===== src/rtl/uart_rx_deser.sv =====
// UART receive deserializer: RX synchronizer, start-bit qualification, 8N1 framing, byte strobe.
// Define UART_RX_PARITY_EN to add an even-parity bit between data and stop (8E1).
//
// state   | meaning
// --------+-----------------------------------------------------------
// S_IDLE  | line idle, waiting for a falling edge on rxs
// S_START | half-bit wait, re-check start bit to reject glitches
// S_DATA  | sampling 8 data bits at mid-bit, LSB first
// S_PARITY| sampling the parity bit (UART_RX_PARITY_EN only)
// S_STOP  | sampling the stop bit, deciding deliver/drop/error
// S_BREAK | stop bit was low; wait for line to return high
module uart_rx_deser #(
  parameter int CLKS_PER_BIT = 16,
  parameter int SYNC_STAGES  = 2
) (
  input  logic       clk,
  input  logic       rst_n,
  input  logic       i_rx,
  input  logic       i_rx_notfull,
  output logic [7:0] o_data,
  output logic       o_irq,
  output logic       o_busy,
  output logic       o_frame_err,
  output logic       o_overrun,
  output logic       o_parity_err
);

  localparam int BAUD_W = $clog2(CLKS_PER_BIT);
  localparam logic [BAUD_W-1:0] BAUD_HALF_M1 = BAUD_W'(CLKS_PER_BIT / 2 - 1);
  localparam logic [BAUD_W-1:0] BAUD_FULL_M1 = BAUD_W'(CLKS_PER_BIT - 1);
  localparam logic [BAUD_W-1:0] BAUD_ONE     = BAUD_W'(1);

  typedef enum logic [2:0] {
    S_IDLE,
    S_START,
    S_DATA,
`ifdef UART_RX_PARITY_EN
    S_PARITY,
`endif
    S_STOP,
    S_BREAK
  } state_t;

  state_t                 state_q, state_d;
  logic [SYNC_STAGES-1:0] sync_q, sync_d;
  logic [BAUD_W-1:0]      baud_q, baud_d;
  logic [2:0]             bit_q, bit_d;
  logic [7:0]             shift_q, shift_d;
  logic [7:0]             data_q, data_d;
  logic                   irq_q, irq_d;
  logic                   busy_q, busy_d;
  logic                   ferr_q, ferr_d;
  logic                   ovr_q, ovr_d;
`ifdef UART_RX_PARITY_EN
  logic                   par_q, par_d;
  logic                   perr_q, perr_d;
`endif

  logic rxs;
  logic baud_zero;
  logic par_bad;

  assign rxs       = sync_q[SYNC_STAGES-1];
  assign baud_zero = (baud_q == '0);

`ifdef UART_RX_PARITY_EN
  // Even parity: data bits plus the parity bit must XOR to zero.
  assign par_bad = ^{shift_q, par_q};
`else
  assign par_bad = 1'b0;
`endif

  always_comb begin
    state_d = state_q;
    sync_d  = {sync_q[SYNC_STAGES-2:0], i_rx};
    baud_d  = baud_zero ? baud_q : (baud_q - BAUD_ONE);
    bit_d   = bit_q;
    shift_d = shift_q;
    data_d  = data_q;
    irq_d   = 1'b0;
    ovr_d   = 1'b0;
    ferr_d  = ferr_q;
`ifdef UART_RX_PARITY_EN
    par_d   = par_q;
    perr_d  = perr_q;
    busy_d  = (state_q == S_START) || (state_q == S_DATA) ||
              (state_q == S_PARITY) || (state_q == S_STOP);
`else
    busy_d  = (state_q == S_START) || (state_q == S_DATA) ||
              (state_q == S_STOP);
`endif

    case (state_q)
      S_IDLE: begin
        if (!rxs) begin
          state_d = S_START;
          baud_d  = BAUD_HALF_M1;
        end
      end

      S_START: begin
        if (baud_zero) begin
          if (!rxs) begin
            state_d = S_DATA;
            baud_d  = BAUD_FULL_M1;
            bit_d   = 3'd0;
            ferr_d  = 1'b0;
`ifdef UART_RX_PARITY_EN
            perr_d  = 1'b0;
`endif
          end else begin
            state_d = S_IDLE;
          end
        end
      end

      S_DATA: begin
        if (baud_zero) begin
          // Shift in at the MSB so the first bit lands in bit 0 after eight samples.
          shift_d = {rxs, shift_q[7:1]};
          baud_d  = BAUD_FULL_M1;
          bit_d   = bit_q + 3'd1;
          if (bit_q == 3'd7) begin
`ifdef UART_RX_PARITY_EN
            state_d = S_PARITY;
`else
            state_d = S_STOP;
`endif
          end
        end
      end

`ifdef UART_RX_PARITY_EN
      S_PARITY: begin
        if (baud_zero) begin
          par_d   = rxs;
          baud_d  = BAUD_FULL_M1;
          state_d = S_STOP;
        end
      end
`endif

      S_STOP: begin
        if (baud_zero) begin
`ifdef UART_RX_PARITY_EN
          perr_d = par_bad;
`endif
          if (rxs) begin
            state_d = S_IDLE;
            if (!par_bad) begin
              if (i_rx_notfull) begin
                data_d = shift_q;
                irq_d  = 1'b1;
              end else begin
                ovr_d  = 1'b1;
              end
            end
          end else begin
            ferr_d  = 1'b1;
            state_d = S_BREAK;
          end
        end
      end

      S_BREAK: begin
        // Held-low line must return high before a new start bit is accepted.
        if (rxs) begin
          state_d = S_IDLE;
        end
      end

      default: begin
        state_d = S_IDLE;
      end
    endcase
  end

  always_ff @(posedge clk or negedge rst_n) begin
    if (!rst_n) begin
      state_q <= S_IDLE;
      sync_q  <= '1;
      baud_q  <= '0;
      bit_q   <= 3'd0;
      shift_q <= 8'h00;
      data_q  <= 8'h00;
      irq_q   <= 1'b0;
      busy_q  <= 1'b0;
      ferr_q  <= 1'b0;
      ovr_q   <= 1'b0;
`ifdef UART_RX_PARITY_EN
      par_q   <= 1'b0;
      perr_q  <= 1'b0;
`endif
    end else begin
      state_q <= state_d;
      sync_q  <= sync_d;
      baud_q  <= baud_d;
      bit_q   <= bit_d;
      shift_q <= shift_d;
      data_q  <= data_d;
      irq_q   <= irq_d;
      busy_q  <= busy_d;
      ferr_q  <= ferr_d;
      ovr_q   <= ovr_d;
`ifdef UART_RX_PARITY_EN
      par_q   <= par_d;
      perr_q  <= perr_d;
`endif
    end
  end

  assign o_data      = data_q;
  assign o_irq       = irq_q;
  assign o_busy      = busy_q;
  assign o_frame_err = ferr_q;
  assign o_overrun   = ovr_q;
`ifdef UART_RX_PARITY_EN
  assign o_parity_err = perr_q;
`else
  assign o_parity_err = 1'b0;
`endif

endmodule


===== config.mk =====
export PLATFORM = sky130hd
export DESIGN_NAME = uart_rx_deser
export DESIGN_NICKNAME = d
export VERILOG_FILES = /design/src/rtl/uart_rx_deser.sv
export SDC_FILE = /design/constraint.sdc
export NUM_CORES = 1
export LEC_CHECK = 0
export CAP_MARGIN = 0
export CORE_MARGIN = 1
export CORE_UTILIZATION = 40
export CTS_CLUSTER_SIZE = 30
export DETAILED_ROUTE_END_ITERATION = 12
export DONT_BUFFER_PORTS = 1
export MAX_ROUTING_LAYER = met4
export RECOVER_POWER = 50
export SKIP_CTS_REPAIR_TIMING = 1
export SYNTH_ARGS = -nofsm -noshare
export SYNTH_HDL_FRONTEND = slang
export SYNTH_SLANG_ARGS = --single-unit

===== constraint.sdc =====
create_clock -name clk -period 2 [get_ports clk]
set_clock_uncertainty 0.15 [all_clocks]
set_input_delay 0.5 -clock clk [delete_from_list [all_inputs] [get_ports clk]]
set_output_delay 0.5 -clock clk [all_outputs]
set_load 0.02 [all_outputs]

After elaboration in Yosys (flattened, before gate mapping)
Cells that the tools add are included.
Storage, ports and cells
  flip-flop bits (word level): 32
  input bits: 4
Cells by class
  equal/unequal tests: 13
  multiplexer cells: 32
  add/sub/neg operators: 2
  reduce and logical (&&, ||, !) cells: 11
Operator list (number)
  3-bit two-way mux: 10
  4-bit two-way mux: 5
  3-bit one-hot mux with 5 select lines: 1
  2-bit != test, second input constant: 7
  1-bit two-way mux: 12
  4-bit one-hot mux with 3 select lines: 1
  4-bit AND reduction: 2
  3-bit by 2-bit equality test with 1-bit output, second input constant: 2
  3-bit equality test, second input constant: 2
  3-bit one-hot mux with 2 select lines: 1
  6-bit AND reduction: 1
  5-bit AND reduction: 1
  4-bit logical NOT: 1
  2-bit nonzero test: 2
  4-bit by 1-bit subtractor with 4-bit output, second input constant: 1
  3-bit by 1-bit adder with 3-bit output, second input constant: 1
  3-bit by 1-bit equality test with 1-bit output, second input constant: 1
  3-bit logical NOT: 1
  1-bit logical OR: 2
  2-bit two-way mux: 1
  2-bit by 1-bit != test with 1-bit output, second input constant: 1
  1-bit one-hot mux with 2 select lines: 1
  2-bit AND reduction: 1

Depth between registers and ports, before layout
  depth in word-level cells: 5
  gate-level depth with buffers: 8
  depth with buffers taken out: 8

Worst setup path before layout
OpenSTA, ideal clock, no wires.
  path kind: flip-flop to flip-flop
  start point: register baud_q[0]
  end point: register shift_q[2]
  setup slack: 70 ps
  buffers on the path: 1
  required time: 1722 ps
  arrival time: 1652 ps
  library setup time: 128 ps
  clock period less this slack: 1930 ps
  stages on the path, launching flop included: 7
  cells stage by stage: dfrtp_1 inv_1 ha_1 or4b_1 buf_2 nor2_8 mux2_1
On the way
  word-level cells in the longest chain between the ends: 2
Ends and longest elaborated chain
  start, declared: line 46  | logic [BAUD_W-1:0] baud_q, baud_d;
  start signal, assigned: line 197  | baud_q <= baud_d;
  4-bit logical NOT: line 64  | assign baud_zero = (baud_q == '0);
  2-bit AND reduction (no line)
  end signal, assigned: line 199  | shift_q <= shift_d;
  end, declared: line 48  | logic [7:0] shift_q, shift_d;
Every way passes these cells.
A chain may end at the register's enable or synchronous reset.

Worst setup path in the final report
  start point: register baud_q[1]
  end point: register shift_q[5]
The elaborated chain is that of the path after synthesis.

==> results.cfg <==
[synthesis]
synthCells = 125
ys_seq_area_share_pct = 54.36
synth.distinct_cells = 37
synthTopCellsByArea = dfrtp_1, mux2_2, dfstp_2, ha_1, a21oi_1
ys_ff_latch = 32
yosysTopAreaCellShare_pct = 50.80
syn_area_um2 = 1478
synth_fp_nets = 133
synth_largest_area_cell = dfrtp_1
avgSynthCellArea_um2 = 11.82
yosys_warnings = 0

[cts]
cts.htree.levels = 2
cts_buffers = 5
cts_tree = built
cts_sinks = 32
cts_buffer_depth = 2
path_clk_slew_ns = 0.06
insertion_delay_ns = 0.29
clock_tree.root_cell = clkbuf_8

[die]
die-area_um2 = 3941
die_w_um = 62.78
placementRows = 21
io_pins = 17
start_util_pct = 42.93
die_h_um = 62.78
core_um2 = 3442

[placement]
gp_congestion = 0.8067
hpwlAfterDp_mm = 1.870
placed_area_um2 = 1579
portBuffers = 0

[finish]
layout_common_cells = dfrtp_1, mux2_2, buf_4
fillers = 293
finalNetCount = 150
drive_gt1_share_pct = 32.87
area_growth_pct = 20.58
final_area_um2 = 1782
n_antenna_cell = 0
final_common_cell = dfrtp_1

[grt]
track_usage_pct = 16.85
grt_pass1_wl_mm = 4.740
grt_overflow_total = 0
first_global_vias = 1019
grt_max_degree = 33
grt_antenna_before_repair = 0

[pwr]
p_leak_nw = 0.8391
power_density_nw_per_um2 = 1297
vdd_drop_max_v = 0.0004159

[worst_setup_path]
cp.arrival_ns = 1.97
slowest_stage = nor4b_4
cp_top_family = simple AND/OR/NAND/NOR gates
path_class = reg2reg
crit_path_max_fanout = 5
crit_path_end_kind = flip-flop
path_cells = inv_2 > ha_4 > buf_6 > nor4b_4 > nand3_2 > mux2_2
required_ns = 2.02
cp-start-kind = flip-flop
critPathMaxStageDelay_ns = 0.42
regToRegSetupSlack_ns = 0.05
cp.buffers_inverters = 2

[route]
finalWirelength_mm = 3.012
drc_errors = 0
via_per_inst = 5.529
vias = 1045
wire_per_inst_um = 15.94
drt-initial-drc-count = 143
wl_met2_mm = 1.472
drt_first_pass_iters = 4
wl_met1_mm = 1.358
met3_length_um = 142
top_layer_used = met4
antenna_left = 0

[sta]
fmax_ghz = 0.5132
drv_slew = 0
post-route-period-util_pct = 97.43
hold_viol_final = 0
tightest_slew_ns = 0.7793
setup_violations = 0
relSlewSlack_pct = 48.05
fin_hold_ws_ns = 0.05937
rsz0062_at_grt = yes
tns_ns = 0
min_period_ns = 1.949

[run_status]
outcome = complete, no violations

[worst_hold_path]
min_path_type = in2reg

[job]
cap_violations = 0
[metrics by stage]
step / setup slack [ns] / cells / util (%) / power [mW]
4_1_cts: 0.01739 / 183 / 49.00 / 2.179
3_3_place_gp: 0.07936 / 175 / 45.87 / 1.548
2_1_floorplan: 0.07044 / 125 / - / 1.362
3_5_place_dp: 0.04589 / 175 / 45.87 / 1.566
5_1_grt: -0.03249 / 189 / 51.76 / 2.449
6_report: 0.05138 / 189 / 51.76 / 2.311
[synth_stat cells (all sizes together)]
master	number
nand4	1
ha	4
nand2b	4
o21bai	1
o31a	2
nor4b	1
nor3	5
o21ai	7
dfstp	2
mux2	16
or4	1
nand3	3
a21oi	7
o31ai	2
conb	1
a221oi	1
or4b	1
a31oi	1
nor2	8
dfrtp	30
a211oi	4
inv	7
clkbuf	3
nand2	4
and3	1
a311oi	1
nor3b	2
or3	1
buf	2
o211ai	1
a21boi	1
[worst paths after layout]
check,cells past startpoint,end,from
worst max register to register,6,shift_q[5],baud_q[1]
max in group asynchronous,2,baud_q[1],rst_n
worst min register to register,0,sync_q[1],sync_q[0]
worst max-delay path,6,shift_q[5],baud_q[1]
worst min-delay path,0,sync_q[0],i_rx
min in group asynchronous,2,bit_q[0],rst_n
[worst reg2reg max path: cells and delay by family, from the launching register on]
| kind | cells | cell delay, ns |
|---|---|---|
| multiplexers | 1 | 0.33 |
| flip-flops | 1 | 0.39 |
| AND/OR/NAND/NOR | 2 | 0.66 |
| adder cells (fa/ha/maj) | 1 | 0.14 |
| buffers and inverters | 2 | 0.17 |
[routing by layer]
| metal | up-vias | GRT usage (%) |
|---|---|---|
| met3 | 5 | 7.664 |
| met2 | 23 | 25.00 |
| met4 | 0 | 6.686 |
| li1 | 490 | - |
| met5 | - | - |
| met1 | 527 | 19.84 |
[kinds of logic (layout without fill, tap and decap cells)]
kind of cell	count (synthesis)	in the layout	synth area share (%)
simple gates	32	33	14.31
fa+ha+maj	4	4	3.387
buf+inv	12	29	3.386
mux	16	16	12.19
other cells	1	1	0.2538
compound gates	28	28	12.11
flops	32	32	54.36
[sequential cells by signal, summed over array words and instances (netlist names)]
| name | flops |
|---|---|
| bit_q | 3 |
| o_overrun | 1 |
| o_busy | 1 |
| baud_q | 4 |
| o_data | 8 |
| o_frame_err | 1 |
| state_q | 3 |
| shift_q | 8 |
| sync_q | 2 |
| o_irq | 1 |
[layout make-up]
type | count | area, um2 | area share (%)
inverters | 7 | 26.28 | 1.475
clock buffers | 6 | 72.57 | 4.073
well taps | 46 | 57.56 | 3.230
flip-flops and latches | 32 | 803.3 | 45.08
multi-input cells | 82 | 678.2 | 38.06
repair buffers | 14 | 108.9 | 6.110
clock inverters | 2 | 35.03 | 1.966
[report_power, final]
group	internal [mW]	total, mW	switching [mW]
clock	0.369	0.604	0.235
sequential	0.762	0.965	0.204
combinational	0.367	0.741	0.374
Power figures use the tool's default switching activity.
